===== src/rtl/ata_sector_sequencer.sv =====
// ata_sector_sequencer: polls ATA status and moves whole sectors between the PIO engine and a word FIFO
module ata_sector_sequencer #(
  parameter logic [15:0] POLL_LIMIT   = 16'd50000,
  parameter logic [8:0]  SECTOR_WORDS = 9'd256
) (
  input  logic        clk,
  input  logic        reset,
  input  logic        start,
  input  logic        dir,
  input  logic [7:0]  sector_count,
  output logic        pio_req,
  output logic        pio_wr,
  output logic [3:0]  pio_addr,
  output logic [15:0] pio_wdata,
  input  logic [15:0] pio_rdata,
  input  logic        pio_done,
  output logic        fifo_push,
  output logic [15:0] fifo_wdata,
  input  logic        fifo_full,
  output logic        fifo_pop,
  input  logic [15:0] fifo_rdata,
  input  logic        fifo_empty,
  output logic        busy,
  output logic        done,
  output logic        error,
  output logic [8:0]  sectors_left
);
  typedef enum logic [2:0] {IDLE, POLL, CHECK, XFER, XWAIT, NEXT, FIN, ERR} state_t;
  state_t      r_state, w_next;
  logic        r_dir;
  logic [15:0] r_poll_cnt;
  logic [8:0]  r_word_cnt;
  logic [8:0]  r_sectors_left;
  logic [7:0]  r_status;
  logic        r_pio_req;
  logic        r_pio_wr;
  logic [3:0]  r_pio_addr;
  logic [15:0] r_pio_wdata;
  logic        w_ack;
  logic        w_issue;
  logic        w_push;
  logic        w_pop;
  logic        w_not_ready;
  // a completion pulse only counts while our own request is outstanding
  assign w_ack       = pio_done & r_pio_req;
  assign w_not_ready = r_status[7] | ~r_status[3];
  // state register
  always_ff @(posedge clk or negedge reset)
    if (!reset) r_state <= IDLE;
    else        r_state <= w_next;
  // next state plus the single-cycle FIFO strobes and request-issue decision
  always_comb begin
    w_next  = r_state;
    w_issue = 1'b0;
    w_push  = 1'b0;
    w_pop   = 1'b0;
    case (r_state)
      IDLE:  w_next = start ? POLL : IDLE;
      POLL:  w_next = w_ack ? CHECK : POLL;
      CHECK: w_next = r_status[0] ? ERR : !w_not_ready ? XFER : (r_poll_cnt == POLL_LIMIT) ? ERR : POLL;
      XFER: begin
        w_pop  = r_dir & ~fifo_empty;
        w_next = (r_dir ? ~fifo_empty : ~fifo_full) ? XWAIT : XFER;
      end
      XWAIT: begin
        w_push = w_ack & ~r_dir;
        w_next = !w_ack ? XWAIT : (r_word_cnt + 9'd1 == SECTOR_WORDS) ? NEXT : XFER;
      end
      NEXT:    w_next = (r_sectors_left == 9'd1) ? FIN : POLL;
      default: w_next = IDLE;
    endcase
    w_issue = (w_next == POLL || w_next == XWAIT) && (w_next != r_state);
  end
  // register-access request: raised on entry to POLL/XWAIT, fields frozen until the completion pulse
  always_ff @(posedge clk or negedge reset)
    if (!reset) begin
      r_pio_req   <= 1'b0;
      r_pio_wr    <= 1'b0;
      r_pio_addr  <= 4'd0;
      r_pio_wdata <= 16'd0;
    end else if (w_issue) begin
      r_pio_req  <= 1'b1;
      r_pio_wr   <= (w_next == XWAIT) & r_dir;
      r_pio_addr <= (w_next == POLL) ? 4'b0111 : 4'b0000;
      if (w_next == XWAIT && r_dir) r_pio_wdata <= fifo_rdata;
    end else if (w_ack) begin
      r_pio_req <= 1'b0;
    end
  // transfer bookkeeping: direction, status snapshot and the three counters
  always_ff @(posedge clk or negedge reset)
    if (!reset) begin
      r_dir          <= 1'b0;
      r_poll_cnt     <= 16'd0;
      r_word_cnt     <= 9'd0;
      r_sectors_left <= 9'd0;
      r_status       <= 8'd0;
    end else begin
      if (r_state == IDLE && start) begin
        r_dir          <= dir;
        r_sectors_left <= (sector_count == 8'd0) ? 9'd256 : {1'b0, sector_count};
        r_poll_cnt     <= 16'd0;
      end
      if (r_state == POLL && w_ack) begin
        r_status   <= pio_rdata[7:0];
        r_poll_cnt <= r_poll_cnt + {15'd0, ~&r_poll_cnt};
      end
      if (r_state == CHECK && w_next == XFER) r_word_cnt <= 9'd0;
      if (r_state == XWAIT && w_ack) r_word_cnt <= r_word_cnt + {8'd0, ~&r_word_cnt};
      if (r_state == NEXT) begin
        r_sectors_left <= r_sectors_left - {8'd0, r_sectors_left != 9'd0};
        r_poll_cnt     <= 16'd0;
      end
    end
  assign pio_req      = r_pio_req;
  assign pio_wr       = r_pio_wr;
  assign pio_addr     = r_pio_addr;
  assign pio_wdata    = r_pio_wdata;
  assign fifo_push    = w_push;
  assign fifo_wdata   = pio_rdata;
  assign fifo_pop     = w_pop;
  assign busy         = (r_state != IDLE) && (r_state != FIN) && (r_state != ERR);
  assign done         = (r_state == FIN) || (r_state == ERR);
  assign error        = r_state == ERR;
  assign sectors_left = r_sectors_left;
endmodule


===== config.mk =====
export PLATFORM = sky130hd
export DESIGN_NAME = ata_sector_sequencer
export DESIGN_NICKNAME = d
export VERILOG_FILES = /design/src/rtl/ata_sector_sequencer.sv
export SDC_FILE = /design/constraint.sdc
export NUM_CORES = 1
export LEC_CHECK = 0
export CORE_MARGIN = 2
export CORE_UTILIZATION = 43
export DETAILED_ROUTE_END_ITERATION = 6
export PLACE_DENSITY_LB_ADDON = 0.1
export SYNTH_ARGS = -nofsm -noshare
export SYNTH_HDL_FRONTEND = slang
export SYNTH_SLANG_ARGS = --single-unit

===== constraint.sdc =====
create_clock -name clk -period 2 [get_ports clk]
set_input_delay 0.4 -clock clk [delete_from_list [all_inputs] [get_ports clk]]
set_output_delay 0.4 -clock clk [all_outputs]
set_load 0.02 [all_outputs]

==> summary.md <==
| Metric | Value |
|---|---|
| Outcome | `completed` |
| Syn-to-layout area delta | `47.39%` |
| Reg clk slew, reported paths | `0.08 ns` |
| Via density | `5.308` |
| Clock buffer depth | `2` |
| Synth cell types | `60` |
| Sequential fraction of the synthesis area | `45.06%` |
| Crit end category | `flop` |
| Ranking of synthesized cells by area | `dfrtp_1, mux2_2, buf_4` |
| Total wire length | `8548 um` |
| Num rows | `32` |
| # IOs | `99` |
| Pin count of the biggest net entering global routing | `48` |
| WS Path Type | `reg -> reg` |
| Final Hold Viols | `0` |
| R2r setup slk | `0.02 ns` |
| PwrDens | `1191 mW/mm^2` |
| Max Clk Rate | `504.7 MHz` |
| Mux contribution to synthesized area | `7.247%` |
| DR iter-0 viols | `about 110` |
| DR vias | `roughly 3000` |
| Crit share post-route | `99.07%` |
| Setup TNS | `0 ns` |
| Global placement routability congestion | `0.8676` |
| Lkg Pwr | `2.189 nW` |
| Layout Cells excl Fill | `between 500 and 600` |
| CTS sink cnt | `60` |
| Hold_sp | `r_poll_cnt[15]` |
| Arrival @ worst endpoint | `2.20 ns` |
| Main synth FF type | `dfrtp_1` |
| Initial antenna violation count | `0` |
| Pre-Repair DR Iteration Count | `4` |
| Die span in y | `~92 um` |
| Total CTS buffers | `9` |
| DRC | `0` |
| R2r endpoint | `pio_req` |
| Reg-to-Reg Start | `r_word_cnt[1]` |
| R2r worst-path depth | `8` |
| Layout cells sized above 1 | `35.29%` |
| Routed Antenna Nets | `0` |
| Cell count after placement | `533` |
| Max-slew violations | `0` |
| Hold WC Path Type | `reg -> reg` |
| Final setup vio count | `0` |
| Routed wire per std cell | `15.24 um` |
| Design area | `0.004911 mm^2` |
| Worst VDD drop | `0.7508 mV` |
| CTS HTree Levels | `3` |
| Sw Pwr | `about 2.3 mW` |
| P_int | `between 3 and 4 mW` |
| Post-synth net total | `385` |
| Simple-Gate Fraction of Synth Area | `22.31%` |
| Max Fanout on Critical Path | `2` |
| Minimum clock period | `1.981 ns` |
| Total chip power | `5.847 mW` |
| EDFF count, synth | `0` |
| Clock power frac | `16.7%` |
| Cell Area, Synth | `between 0.003 and 0.004 mm^2` |
| Cell Area, Placed | `between 0.004 and 0.005 mm^2` |
| Max-Cap Viols | `0` |
| Core Area | `0.007607 mm^2` |
| Vias in the first global route | `2890` |
| Asr flop ratio synth | `100.0%` |
| Largest family of logic cells by synthesized area | `simple AND/OR/NAND/NOR gates` |
| Worst Hold Path EP | `r_poll_cnt[15]` |
| Critical path startpoint category | `flop` |
| Die area | `0.008469 mm^2` |
| # port buffers | `71` |
| Cell accounting for the most synthesized area | `dfrtp_1` |
| Post-Synth Adder-Cell Area | `2.629%` |
| Seq cells post-synth | `60` |
| Syn Inst Count | `331` |
| Initial core utilization | `43.80%` |
| Logic pwr share | `50.6%` |
| Total grt overflow | `0` |
| Root buffer cell | `clkbuf_8` |
| Final nets | `slightly above 500` |
| First-pass GRT wire length | `between 10000 and 15000 um` |
| RSZ-0062 raised after global routing | `true` |
| Net switching share of the total power | `39.52%` |
| Worst Hold Depth | `1` |
| WP data required | `2.21 ns` |
| Aggregate global-route resource usage | `20.33%` |
| Complex-gate fraction of the synthesized area | `between 10% and 20%` |
| Post-synth top area share | `45.06%` |
| Clk_skew | `0.008675 ns` |
| Synth Area in XOR/XNOR | `0.5257%` |
| Ant. Diodes | `0` |
| YS warnings | `0` |
| CTS tree | `done` |
| Power share of the sequential group | `32.7%` |
| WHS | `0.5038 ns` |
| Die W | `92.03 um` |
| Synth Area per Inst | `just over 10 um^2` |
| DP HPWL | `6071 um` |
| Clock Latency Late Sink | `0.34 ns` |
==> area by class of cell <==
cell class                      instances  area [um^2]
Sequential cell                        60         1509
Inverter                               11        43.79
Clock buffer                            9        123.9
Tap cell                              102        127.6
Fill cell                             641         2696
Clock inverter                          7        53.80
Timing Repair Buffer                  141         1229
Multi-Input combinational cell        231         1824
==> through the flow <==
stage | setup WS, ns | utilization (%)
CTS | 0.0002062 | 62.27
global placement | -0.2678 | 58.37
detailed placement | -0.2990 | 58.37
finish | 0.01854 | 64.56
floorplan | 0.001563 | -
global route | -0.05811 | 64.56
==> cells in the mapped netlist, drive strengths merged (2+ instances only) <==
cell,instances
nand4,9
a31oi,7
o31ai,4
xor2,2
nand2b,2
nor2,24
and4,3
dfrtp,60
o22ai,2
nor4,4
o21ai,20
or3,2
mux2,17
nor4b,3
a221o,2
nor3,10
and3,10
nand3b,2
mux2i,5
o211ai,5
a221oi,2
ha,7
o311ai,3
a21oi,9
nand3,22
a22o,4
inv,11
buf,29
nand2,29
and2,4
==> layout by cell type (no fill, tap or decap), drive strengths merged, types with 9 or more instances in the layout <==
cell type and n:
nor3 10, clkbuf 12, inv 11, nor2 24, o21ai 20, nand3 22, nand2 29, and3 10
buf 70, dfrtp 60, clkdlybuf4s50 65, a21oi 9, mux2 17, nand4 10
==> registers in the layout, indices dropped and copies added (netlist names) <==
signal	flops
pio_addr	1
pio_req	1
pio_wdata	16
pio_wr	1
r_dir	1
r_poll_cnt	16
r_state	3
r_status	3
r_word_cnt	9
sectors_left	9
==> power by group through the flow <==
stage	combinational (mW)	clock [mW]	sequential, mW
2_1_floorplan	1.24	0	2.21
3_3_place_gp	2.77	0	1.89
3_5_place_dp	2.81	0	1.90
4_1_cts	2.86	1.00	1.89
5_1_grt	3.19	1.07	1.96
6_report	2.96	0.976	1.91
==> how the worst max path moves through the flow <==
stage / slack [ns] / start / cells past startpoint / endpoint
2_1_floorplan: 0.002 / sectors_left[1] / 9 / sectors_left[8]
3_3_place_gp: -0.27 / pio_done / 5 / fifo_push
3_5_place_dp: -0.30 / pio_done / 5 / fifo_push
4_1_cts: 0.0002 / pio_done / 5 / fifo_push
5_1_grt: -0.06 / r_poll_cnt[7] / 7 / pio_req
6_report: 0.02 / r_word_cnt[1] / 8 / pio_req
==> worst max-delay path: stages (launching register included) <==
cell and delay, ns:
dfrtp_1 0.40, and4_1 0.21, and2_4 0.17, ha_4 0.26
a31oi_1 0.08, o311a_1 0.30, a211o_1 0.24, o311ai_2 0.09
o21ai_1 0.11
==> per-layer routing <==
metal,global-route usage (%),vias to the layer above,share of wire (%)
met5,0,-,0
li1,-,1458,-
met4,7.463,0,1.2
met1,27.69,1444,46
met3,4.601,7,4.2
met2,31.86,69,49
==> kinds of logic after synthesis <==
kind of cell | after synthesis
muxes | 22
other | 1
DFF | 60
buffers and inverters | 41
adders and majority gates | 7
and+or+nand+nor | 130
xor gates and xnor gates | 2
AOI/OAI and AO/OA | 68
==> timing repair <==
| action | 4_1_cts | 5_1_grt |
|---|---|---|
| gates cloned | 0 | 1 |
| hold buffers | 1 | 0 |
| resized for setup | 20 | 37 |
| hold endpoints to repair | 13 | 0 |
| pin swaps | 11 | 18 |
| setup endpoints to repair | 21 | 22 |
| buffers inserted | 5 | 5 |
Note: power is estimated with default switching activity, not from simulation.
